<file path="src/rtl/mips_pkg.sv">
// Shared definitions for the register-file writeback arbiter.
//   wb_state_e    : arbiter FSM encoding (IDLE, DRAIN, CLEAR)
//   WB_DEPTH_MIN/MAX : the two legal per-requester buffer depths
//   wb_fifo_depth : maps a requested depth onto a legal one (4 stays 4,
//                   anything else falls back to 2)
package mips_pkg;

  typedef enum logic [1:0] {
    ST_IDLE  = 2'd0,
    ST_DRAIN = 2'd1,
    ST_CLEAR = 2'd2
  } wb_state_e;

  localparam int WB_DEPTH_MIN = 2;
  localparam int WB_DEPTH_MAX = 4;
  localparam int WB_DATA_W    = 16;

  function automatic int wb_fifo_depth(input int depth);
    if (depth == WB_DEPTH_MAX) begin
      return WB_DEPTH_MAX;
    end else begin
      return WB_DEPTH_MIN;
    end
  endfunction

endpackage

</file>
<file path="src/rtl/wb_fifo.sv">
// Small synchronous FIFO used as the per-requester writeback buffer.
// Ports:
//   clk, rst     : clock, synchronous active-high reset
//   push, wdata  : write request and entry
//   pop          : remove the head entry (ignored when empty)
//   rdata        : current head entry (valid when !empty)
//   full, empty  : occupancy flags
// DEPTH must be a power of two so the pointers wrap naturally.
module wb_fifo #(
  parameter int DEPTH = 2,
  parameter int WIDTH = 24
) (
  input  logic             clk,
  input  logic             rst,
  input  logic             push,
  input  logic [WIDTH-1:0] wdata,
  input  logic             pop,
  output logic [WIDTH-1:0] rdata,
  output logic             full,
  output logic             empty
);

  localparam int PW = $clog2(DEPTH);
  localparam int CW = PW + 1;
  localparam logic [CW-1:0] FULL_CNT = CW'(DEPTH);

  logic [WIDTH-1:0] mem_q [DEPTH];
  logic [PW-1:0]    wr_ptr_q;
  logic [PW-1:0]    rd_ptr_q;
  logic [CW-1:0]    cnt_q;
  logic             do_push;
  logic             do_pop;

  // A push while full is still taken when the head leaves in the same cycle.
  assign do_pop  = pop && !empty;
  assign do_push = push && (!full || do_pop);

  assign full  = (cnt_q == FULL_CNT);
  assign empty = (cnt_q == {CW{1'b0}});
  assign rdata = mem_q[rd_ptr_q];

  // Entry storage: data path only, no reset needed.
  always_ff @(posedge clk) begin
    if (do_push) begin
      mem_q[wr_ptr_q] <= wdata;
    end
  end

  // Pointers and occupancy count.
  always_ff @(posedge clk) begin
    if (rst) begin
      wr_ptr_q <= {PW{1'b0}};
      rd_ptr_q <= {PW{1'b0}};
      cnt_q    <= {CW{1'b0}};
    end else begin
      if (do_push) begin
        wr_ptr_q <= wr_ptr_q + 1'b1;
      end
      if (do_pop) begin
        rd_ptr_q <= rd_ptr_q + 1'b1;
      end
      case ({do_push, do_pop})
        2'b10:   cnt_q <= cnt_q + 1'b1;
        2'b01:   cnt_q <= cnt_q - 1'b1;
        default: cnt_q <= cnt_q;
      endcase
    end
  end

endmodule

</file>
<file path="src/rtl/regfile_wb_arbiter.sv">
// Register-file writeback arbiter: merges ALU and load writebacks into the
// single register-file write port and sequences a whole-bank clear.
// Ports:
//   clk, rst                           : clock, synchronous active-high reset
//   alu_valid/alu_addr/alu_data/alu_ready : ALU writeback channel
//   lsu_valid/lsu_addr/lsu_data/lsu_ready : load writeback channel
//   clear_req, clear_done              : bank clear request / completion pulse
//   req_rd, addr_rd, wdata             : registered register-file write port
//   clear                              : registered register-file clear strobe
// Configuration macro WB_ARB_RR_EN: defined -> round-robin between channels
// (ALU first after reset); undefined -> LSU always wins over ALU.
module regfile_wb_arbiter
  import mips_pkg::*;
#(
  parameter int AWIDTH = 8,
  parameter int DEPTH  = 2
) (
  input  logic              clk,
  input  logic              rst,
  input  logic              alu_valid,
  input  logic [AWIDTH-1:0] alu_addr,
  input  logic [15:0]       alu_data,
  output logic              alu_ready,
  input  logic              lsu_valid,
  input  logic [AWIDTH-1:0] lsu_addr,
  input  logic [15:0]       lsu_data,
  output logic              lsu_ready,
  input  logic              clear_req,
  output logic              clear_done,
  output logic              req_rd,
  output logic [AWIDTH-1:0] addr_rd,
  output logic [15:0]       wdata,
  output logic              clear
);

  localparam int EW = AWIDTH + WB_DATA_W;
  localparam int FD = wb_fifo_depth(DEPTH);

  wb_state_e         state_q;
  logic              req_rd_q;
  logic [AWIDTH-1:0] addr_rd_q;
  logic [15:0]       wdata_q;
  logic              clear_q;
  logic              clear_done_q;

  logic              alu_full, alu_empty, alu_push, alu_pop;
  logic              lsu_full, lsu_empty, lsu_push, lsu_pop;
  logic [EW-1:0]     alu_head, lsu_head, issue_head;

  assign alu_ready = !alu_full && (state_q == ST_IDLE);
  assign lsu_ready = !lsu_full && (state_q == ST_IDLE);

  // Writes to register 0 complete the handshake but never enter the buffer.
  assign alu_push = alu_valid && alu_ready && (alu_addr != {AWIDTH{1'b0}});
  assign lsu_push = lsu_valid && lsu_ready && (lsu_addr != {AWIDTH{1'b0}});

  wb_fifo #(.DEPTH(FD), .WIDTH(EW)) u_alu_fifo (
    .clk   (clk),
    .rst   (rst),
    .push  (alu_push),
    .wdata ({alu_addr, alu_data}),
    .pop   (alu_pop),
    .rdata (alu_head),
    .full  (alu_full),
    .empty (alu_empty)
  );

  wb_fifo #(.DEPTH(FD), .WIDTH(EW)) u_lsu_fifo (
    .clk   (clk),
    .rst   (rst),
    .push  (lsu_push),
    .wdata ({lsu_addr, lsu_data}),
    .pop   (lsu_pop),
    .rdata (lsu_head),
    .full  (lsu_full),
    .empty (lsu_empty)
  );

`ifdef WB_ARB_RR_EN
  // 0: ALU wins the next contention, 1: LSU wins it.
  logic rr_q;

  // Round-robin pointer flips on every contended grant.
  always_ff @(posedge clk) begin
    if (rst) begin
      rr_q <= 1'b0;
    end else if (!alu_empty && !lsu_empty && (state_q != ST_CLEAR)) begin
      rr_q <= ~rr_q;
    end else begin
      rr_q <= rr_q;
    end
  end
`endif

  // Pick at most one FIFO head to issue this cycle; nothing issues in CLEAR.
  always_comb begin
    alu_pop = 1'b0;
    lsu_pop = 1'b0;
    if (state_q != ST_CLEAR) begin
      if (!alu_empty && !lsu_empty) begin
`ifdef WB_ARB_RR_EN
        if (rr_q) begin
          lsu_pop = 1'b1;
        end else begin
          alu_pop = 1'b1;
        end
`else
        lsu_pop = 1'b1;
`endif
      end else if (!alu_empty) begin
        alu_pop = 1'b1;
      end else if (!lsu_empty) begin
        lsu_pop = 1'b1;
      end else begin
        alu_pop = 1'b0;
      end
    end else begin
      alu_pop = 1'b0;
    end
  end

  assign issue_head = lsu_pop ? lsu_head : alu_head;

  // Arbiter FSM with registered write-port and clear outputs.
  always_ff @(posedge clk) begin
    if (rst) begin
      state_q      <= ST_IDLE;
      req_rd_q     <= 1'b0;
      addr_rd_q    <= {AWIDTH{1'b0}};
      wdata_q      <= 16'h0000;
      clear_q      <= 1'b0;
      clear_done_q <= 1'b0;
    end else begin
      req_rd_q     <= alu_pop || lsu_pop;
      clear_q      <= 1'b0;
      clear_done_q <= 1'b0;
      if (alu_pop || lsu_pop) begin
        addr_rd_q <= issue_head[EW-1:WB_DATA_W];
        wdata_q   <= issue_head[WB_DATA_W-1:0];
      end
      case (state_q)
        ST_IDLE: begin
          if (clear_req) begin
            state_q <= ST_DRAIN;
          end
        end
        // Both empty implies nothing pops this cycle, so the bank is quiet.
        ST_DRAIN: begin
          if (alu_empty && lsu_empty) begin
            state_q <= ST_CLEAR;
            clear_q <= 1'b1;
          end
        end
        ST_CLEAR: begin
          state_q      <= ST_IDLE;
          clear_done_q <= 1'b1;
        end
        default: begin
          state_q <= ST_IDLE;
        end
      endcase
    end
  end

  assign req_rd     = req_rd_q;
  assign addr_rd    = addr_rd_q;
  assign wdata      = wdata_q;
  assign clear      = clear_q;
  assign clear_done = clear_done_q;

endmodule

</file>
<file path="config.mk">
export PLATFORM = sky130hd
export DESIGN_NAME = regfile_wb_arbiter
export DESIGN_NICKNAME = d
export VERILOG_FILES = /design/src/rtl/mips_pkg.sv /design/src/rtl/wb_fifo.sv /design/src/rtl/regfile_wb_arbiter.sv
export SDC_FILE = /design/constraint.sdc
export NUM_CORES = 1
export LEC_CHECK = 0
export CAP_MARGIN = 10
export CORE_UTILIZATION = 55
export CTS_BUF_LIST = sky130_fd_sc_hd__clkbuf_4 sky130_fd_sc_hd__clkbuf_8
export CTS_CLUSTER_SIZE = 14
export DETAILED_ROUTE_END_ITERATION = 10
export PLACE_DENSITY = 0.81
export SLEW_MARGIN = 30
export SYNTH_ARGS = -nofsm -noshare
export SYNTH_HDL_FRONTEND = slang
export SYNTH_SLANG_ARGS = --single-unit
</file>
<file path="constraint.sdc">
create_clock -name clk -period 3 [get_ports clk]
set_input_delay 0.3 -clock clk [delete_from_list [all_inputs] [get_ports clk]]
set_output_delay 0.3 -clock clk [all_outputs]
set_load 0.02 [all_outputs]
</file>
==> run summary, run 1 <==
Die width: 99.3 µm
Diode count: 0
Share of the synthesized area in the top cell type: 0.554
Global route overflow: 0
Final net count: 478
YS warnings: 0
CP Data Required Time: 3110 ps
Layout cells sized above 1: 0.177
Final Critical Period: 2440 ps
Final slew viol count: 0
Final ANT Viol Nets: 0
Max-Cap Viols: 0
Drt pass-1 iters: 4
Layout fillers: 601
Initial antenna violation count: 0
Outcome: finished clean
DR WL/cell: 20.0 µm
Final setup violation count: 0
Power per cell area: 915 mW/mm²
CTS tree: done
Count leader, synth: edfxtp_1
Final hold viol count: 0
Clock transition at path regs: 80 ps
GRT Total Usage: 0.237
Max_slew headroom: 0.454
Synth cell types: 30
Most common flop cell mapped by yosys: edfxtp_1
CP max-delay cell: nor2_2
Via density: 5.64
Synth Cell Area: 0.00520 mm²
First-pass GRT wire length: 17.1 mm
Arr. time, crit path: 2550 ps
Sequential cell area: 0.00366 mm²
Io pins: 82
Initial Util: 0.566
Crit Path Max Fanout: 13
Vias in the first global route: 3306
Synth top cells by count: 96 x edfxtp_1, 48 x mux2i_1, 39 x dfxtp_1, 25 x mux2_2
Largest net degree at the start of global routing: 40
Net Count, Synth: 387
H-tree depth: 4
Routed vias: 3087
Sequential-to-total area share from yosys stat: 0.704
TNS Setup: 0 ps
Die ar.: 0.00986 mm²
Initial DRC Count: 196
Critical path, cell by cell: inv_1 > a211oi_2 > nand3_1 > nor2_2 > buf_4
Least-Margin Pin Slew: 819 ps
Post-Place Worst Slack: 454 ps
Post-Synthesis Cells: 332
Worst Hold Class: primary input to flop
Leading area contributor after synthesis: edfxtp_1
Yosys reg bits: 135
RSZ-0062 raised after global routing: false
Cts hold-fix bufs: 0
RePlAce Congestion: 0.781
Max Clock Freq: 411 MHz
Die Height: 99.3 µm
VDD IR max: 0.834 mV
Final period util: 0.812
Clock Latency Late Sink: 420 ps
Hpwl dp: 6.93 mm
Layout Skew: 12.0 ps
Crit. End Element: flop
Synthesized area per cell: 15.7 µm²
Worst Setup Path Type: flop to flop
Slowest stage delay, CP: 660 ps
Top post-synthesis cells by area: edfxtp_1 55%, dfxtp_1 15%, mux2i_1 9.2%, mux2_2 5.4%, nand2b_1 2.9%
Post-synth EDFFs: 96
Multi-input gate area: 0.00141 mm²
Resized Gates After CTS: 0
Cell leakage power: 2.23 nW
Clock sink total: 135
DRC Markers: 0
Post-route setup slack: 565 ps
# port buffers: 81
CTS Buf Count: 17
Syn-to-layout area delta: 26.3%
Core area: 0.00920 mm²
Routed wire length: 11.0 mm
Setup bufs post-CTS: 0
Asr flop ratio synth: 0
Rows: 35
Longest Clk Path Bufs: 2
CTS root buf: clkbuf_8
CP startpoint kind: flop
==> per-layer routing <==
layer | routed length (µm) | global-route usage
met1 | 4560 | 0.300
met3 | 652 | 0.0618
met2 | 5570 | 0.395
met5 | 0 | 0
met4 | 179 | 0.0894
==> flip-flops by register name, summed over array words and instances, names as in the netlist, named ones only <==
signal	count
u_alu_fifo.mem_q	48
u_lsu_fifo.mem_q	48
wdata	16
addr_rd	8
state_q	2
u_alu_fifo.cnt_q	2
u_lsu_fifo.cnt_q	2
clear	1
clear_done	1
req_rd	1
u_alu_fifo.rd_ptr_q	1
u_alu_fifo.wr_ptr_q	1
u_lsu_fifo.rd_ptr_q	1
u_lsu_fifo.wr_ptr_q	1
==> cell type report <==
class                      count  area share
tap                          111      0.0211
timing repair buffer          90       0.136
multi-input combinational    174       0.215
clock inverter                12      0.0268
sequential                   135       0.558
clock buffer                  20      0.0409
inverter                       5     0.00286
==> placed cells by master (no fill, tap or decap), drive strengths merged, types with 5 or more instances in the layout <==
master / instances
clkdlybuf4s50: 81
inv: 5
nor2: 20
nand2b: 24
mux2i: 48
mux2: 26
nor4: 6
edfxtp: 96
dfxtp: 39
clkbuf: 20
clkinv: 6
o22ai: 24
buf: 9
==> power breakdown <==
| part | switching [mW] | total (mW) | internal, mW | leakage [nW] |
|---|---|---|---|---|
| logic | 0.913 | 1.74 | 0.824 | 0.800 |
| clock network | 0.670 | 1.63 | 0.959 | 0.222 |
| registers | 0.232 | 2.65 | 2.42 | 1.21 |
==> per-stage QoR <==
step / hold slack, ps / instance area [µm²] / total power, mW / utilization / cells
2_1_floorplan: 399 / 5200 / 3.79 / - / 332
3_3_place_gp: 472 / 6130 / 4.33 / 0.666 / 515
3_5_place_dp: 479 / 6130 / 4.39 / 0.666 / 515
4_1_cts: 435 / 6570 / 6.03 / 0.715 / 547
5_1_grt: 426 / 6570 / 6.27 / 0.715 / 547
6_report: 461 / 6570 / 6.02 / 0.715 / 547
==> cells by family after synthesis <==
logic type,Yosys count,share of synthesized area
flip-flops,135,0.704
multiplexers,74,0.149
AND/OR/NAND/NOR,61,0.0675
AO/OA/AOI/OAI,31,0.0382
buffers and inverters,23,0.0269
XOR/XNOR,6,0.0101
adder cells (fa/ha/maj),2,0.00481
==> path summary, 6_finish.rpt <==
kind	startpoint	endpoint	slack [ps]	cells after the start
worst max-delay path	u_alu_fifo.cnt_q[0]	u_alu_fifo.mem_q[1][22]	560	5
worst min-delay path	alu_data[12]	u_alu_fifo.mem_q[0][12]	460	1
worst max register to register	u_alu_fifo.cnt_q[0]	u_alu_fifo.mem_q[1][22]	560	5
worst min register to register	wdata[2]	wdata[2]	490	2
==> worst max-delay path, delay by kind of cell, from the launching register on <==
family | cells | cell delay (ps)
and+or+nand+nor | 2 | 920
DFF | 1 | 450
buffers and inverters | 2 | 440
AOI/OAI and AO/OA | 1 | 320
No activity file was read; power rests on OpenSTA's default activity.
==> run 2: changes to the inputs <==
Clock period 3 ns to 2.4 ns, I/O delays scaled along.
==> run 2 against run 1 <==
Clock skew fell by 1.6 ps. Setup slack worse by 440 ps. Design area rose by 1.5%. Hold slack got worse by 65 ps. Wire length fell by 3.6%. Global-route usage shrank 0.98 points. Combinational power up 34%. Clock power rose by 25%. Non-clock buffer count is 13 higher. Sequential power up 21%. Critical path type is now flop to output pin. Largest power group unchanged.
==> run summary, run 2 (same netlist as run 1, synthesis figures left out) <==
Routed wire length: 10.6 mm (-3.6%)
Final Critical Period: 2270 ps
Syn-to-layout area delta: 28.2%
Max-Cap Viols: 0 (unchanged)
Clock sink total: 135 (unchanged)
Highest-count cells in the layout ignoring fill and taps: 96 x edfxtp_1, 81 x clkdlybuf4s50_1, 48 x mux2i_1, 39 x dfxtp_1, 25 x mux2_2
CTS tree: done
Pwr Total: 7.59 mW (+26%)
Cts hold-fix bufs: 0 (unchanged)
Die width: 99.3 µm (unchanged)
CP startpoint kind: flop
Initial DRC Count: 115 (-41%)
Longest Clk Path Bufs: 2 (unchanged)
CTS root buf: clkbuf_8
Post-Place Worst Slack: -9.18 ps (-463 ps)
Resized Gates After CTS: 0 (unchanged)
Crit Path Max Fanout: 6 (-7)
Max Clock Freq: 440 MHz
Final period util: 0.947
CP Data Required Time: 2160 ps (-950 ps)
Core area: 0.00920 mm² (unchanged)
Power per cell area: 1140 mW/mm² (+24%)
Final slew viol count: 0 (unchanged)
Least-Margin Pin Slew: 873 ps (+54.1 ps)
Io pins: 82 (unchanged)
Max_slew headroom: 0.417 (-0.0367)
Diode count: 0 (unchanged)
Layout cells sized above 1: 0.203 (+0.0261)
Hpwl dp: 6.84 mm (-1.4%)
Finished Layout Cells: 560 (+2.4%)
Cell leakage power: 2.28 nW (+2.3%)
DR WL/cell: 18.9 µm (-5.8%)
Inst Count DP: 528 (+2.5%)
Worst Setup Path Type: flop to output pin
Routed vias: 3112 (+0.81%)
CTS Buf Count: 17 (unchanged)
Crit. End Element: output pin
Final setup violation count: 0 (unchanged)
GRT Total Usage: 0.227 (-0.00982)
Clock Latency Late Sink: 420 ps (about the same)
Global route overflow: 0 (unchanged)
Post-route setup slack: 127 ps (-438 ps)
Initial antenna violation count: 0 (unchanged)
Vias in the first global route: 3206 (-3.0%)
H-tree depth: 4 (unchanged)
Clock transition at path regs: 80 ps (about the same)
Final net count: 491 (+2.7%)
Setup bufs post-CTS: 0 (unchanged)
RePlAce Congestion: 0.723 (-7.4%)
Worst Hold Class: primary input to flop
Final ANT Viol Nets: 0 (unchanged)
First-pass GRT wire length: 16.4 mm (-4.4%)
VDD IR max: 0.559 mV (-33%)
Final hold viol count: 0 (unchanged)
Outcome: finished clean
DRC Markers: 0 (unchanged)
Placed instance area: 0.00622 mm² (+1.5%)
Final Instance Area: 0.00667 mm² (+1.5%)
Die ar.: 0.00986 mm² (unchanged)
Rows: 35 (unchanged)
Layout Skew: 10.4 ps (-1.60 ps)
Via density: 5.56 (-1.5%)
Drt pass-1 iters: 4 (unchanged)
# port buffers: 81 (unchanged)
Die Height: 99.3 µm (unchanged)
Initial Util: 0.566 (unchanged)
Largest net degree at the start of global routing: 40 (unchanged)
Arr. time, crit path: 2030 ps (-520 ps)
RSZ-0062 raised after global routing: false
Commonest non-fill, non-tap cell in the layout: edfxtp_1
[run 2: worst paths after layout]
kind              cells past startpoint  slack, ps                 endpoint                 from
setup / recovery                      4        130                lsu_ready  u_lsu_fifo.cnt_q[0]
hold / removal                        1        400  u_alu_fifo.mem_q[1][15]         alu_data[15]
hold reg to reg                       2        490                wdata[10]            wdata[10]
setup reg to reg                      5        230  u_lsu_fifo.mem_q[0][20]  u_lsu_fifo.cnt_q[0]
[run 2: cell type report]
cell class	count	area [µm²]
inverter	5	18.8
clock inverter	12	176
clock buffer	20	269
sequential	135	3660
fill	590	2520
tap	111	139
multi-input combinational	174	1430
timing repair buffer	103	976
[run 2: report_power, final]
group	internal, mW	total, mW	switching, mW
Sequential	3.02	3.21	0.190
Clock	1.20	2.04	0.845
Combinational	1.10	2.34	1.24
[run 2: metrics by stage]
stage	util	TNS, ps	hold WS [ps]
floorplan	-	-8810	339
global placement	0.676	0	471
detailed placement	0.676	-152	478
CTS	0.725	0	368
global route	0.726	0	372
finish	0.726	0	396
[run 2: per-layer routing]
metal	vias up	track usage	wire length [µm]
met1	1545	0.288	4360
met4	0	0.105	217
li1	1455	-	-
met3	17	0.0464	593
met5	-	0	0
met2	95	0.379	5400
[run 2: critical path: stages (launching register included)]
cell and delay (ps):
dfxtp_1 490, inv_1 100, a211oi_2 290, buf_4 150, clkdlybuf4s50_1 590
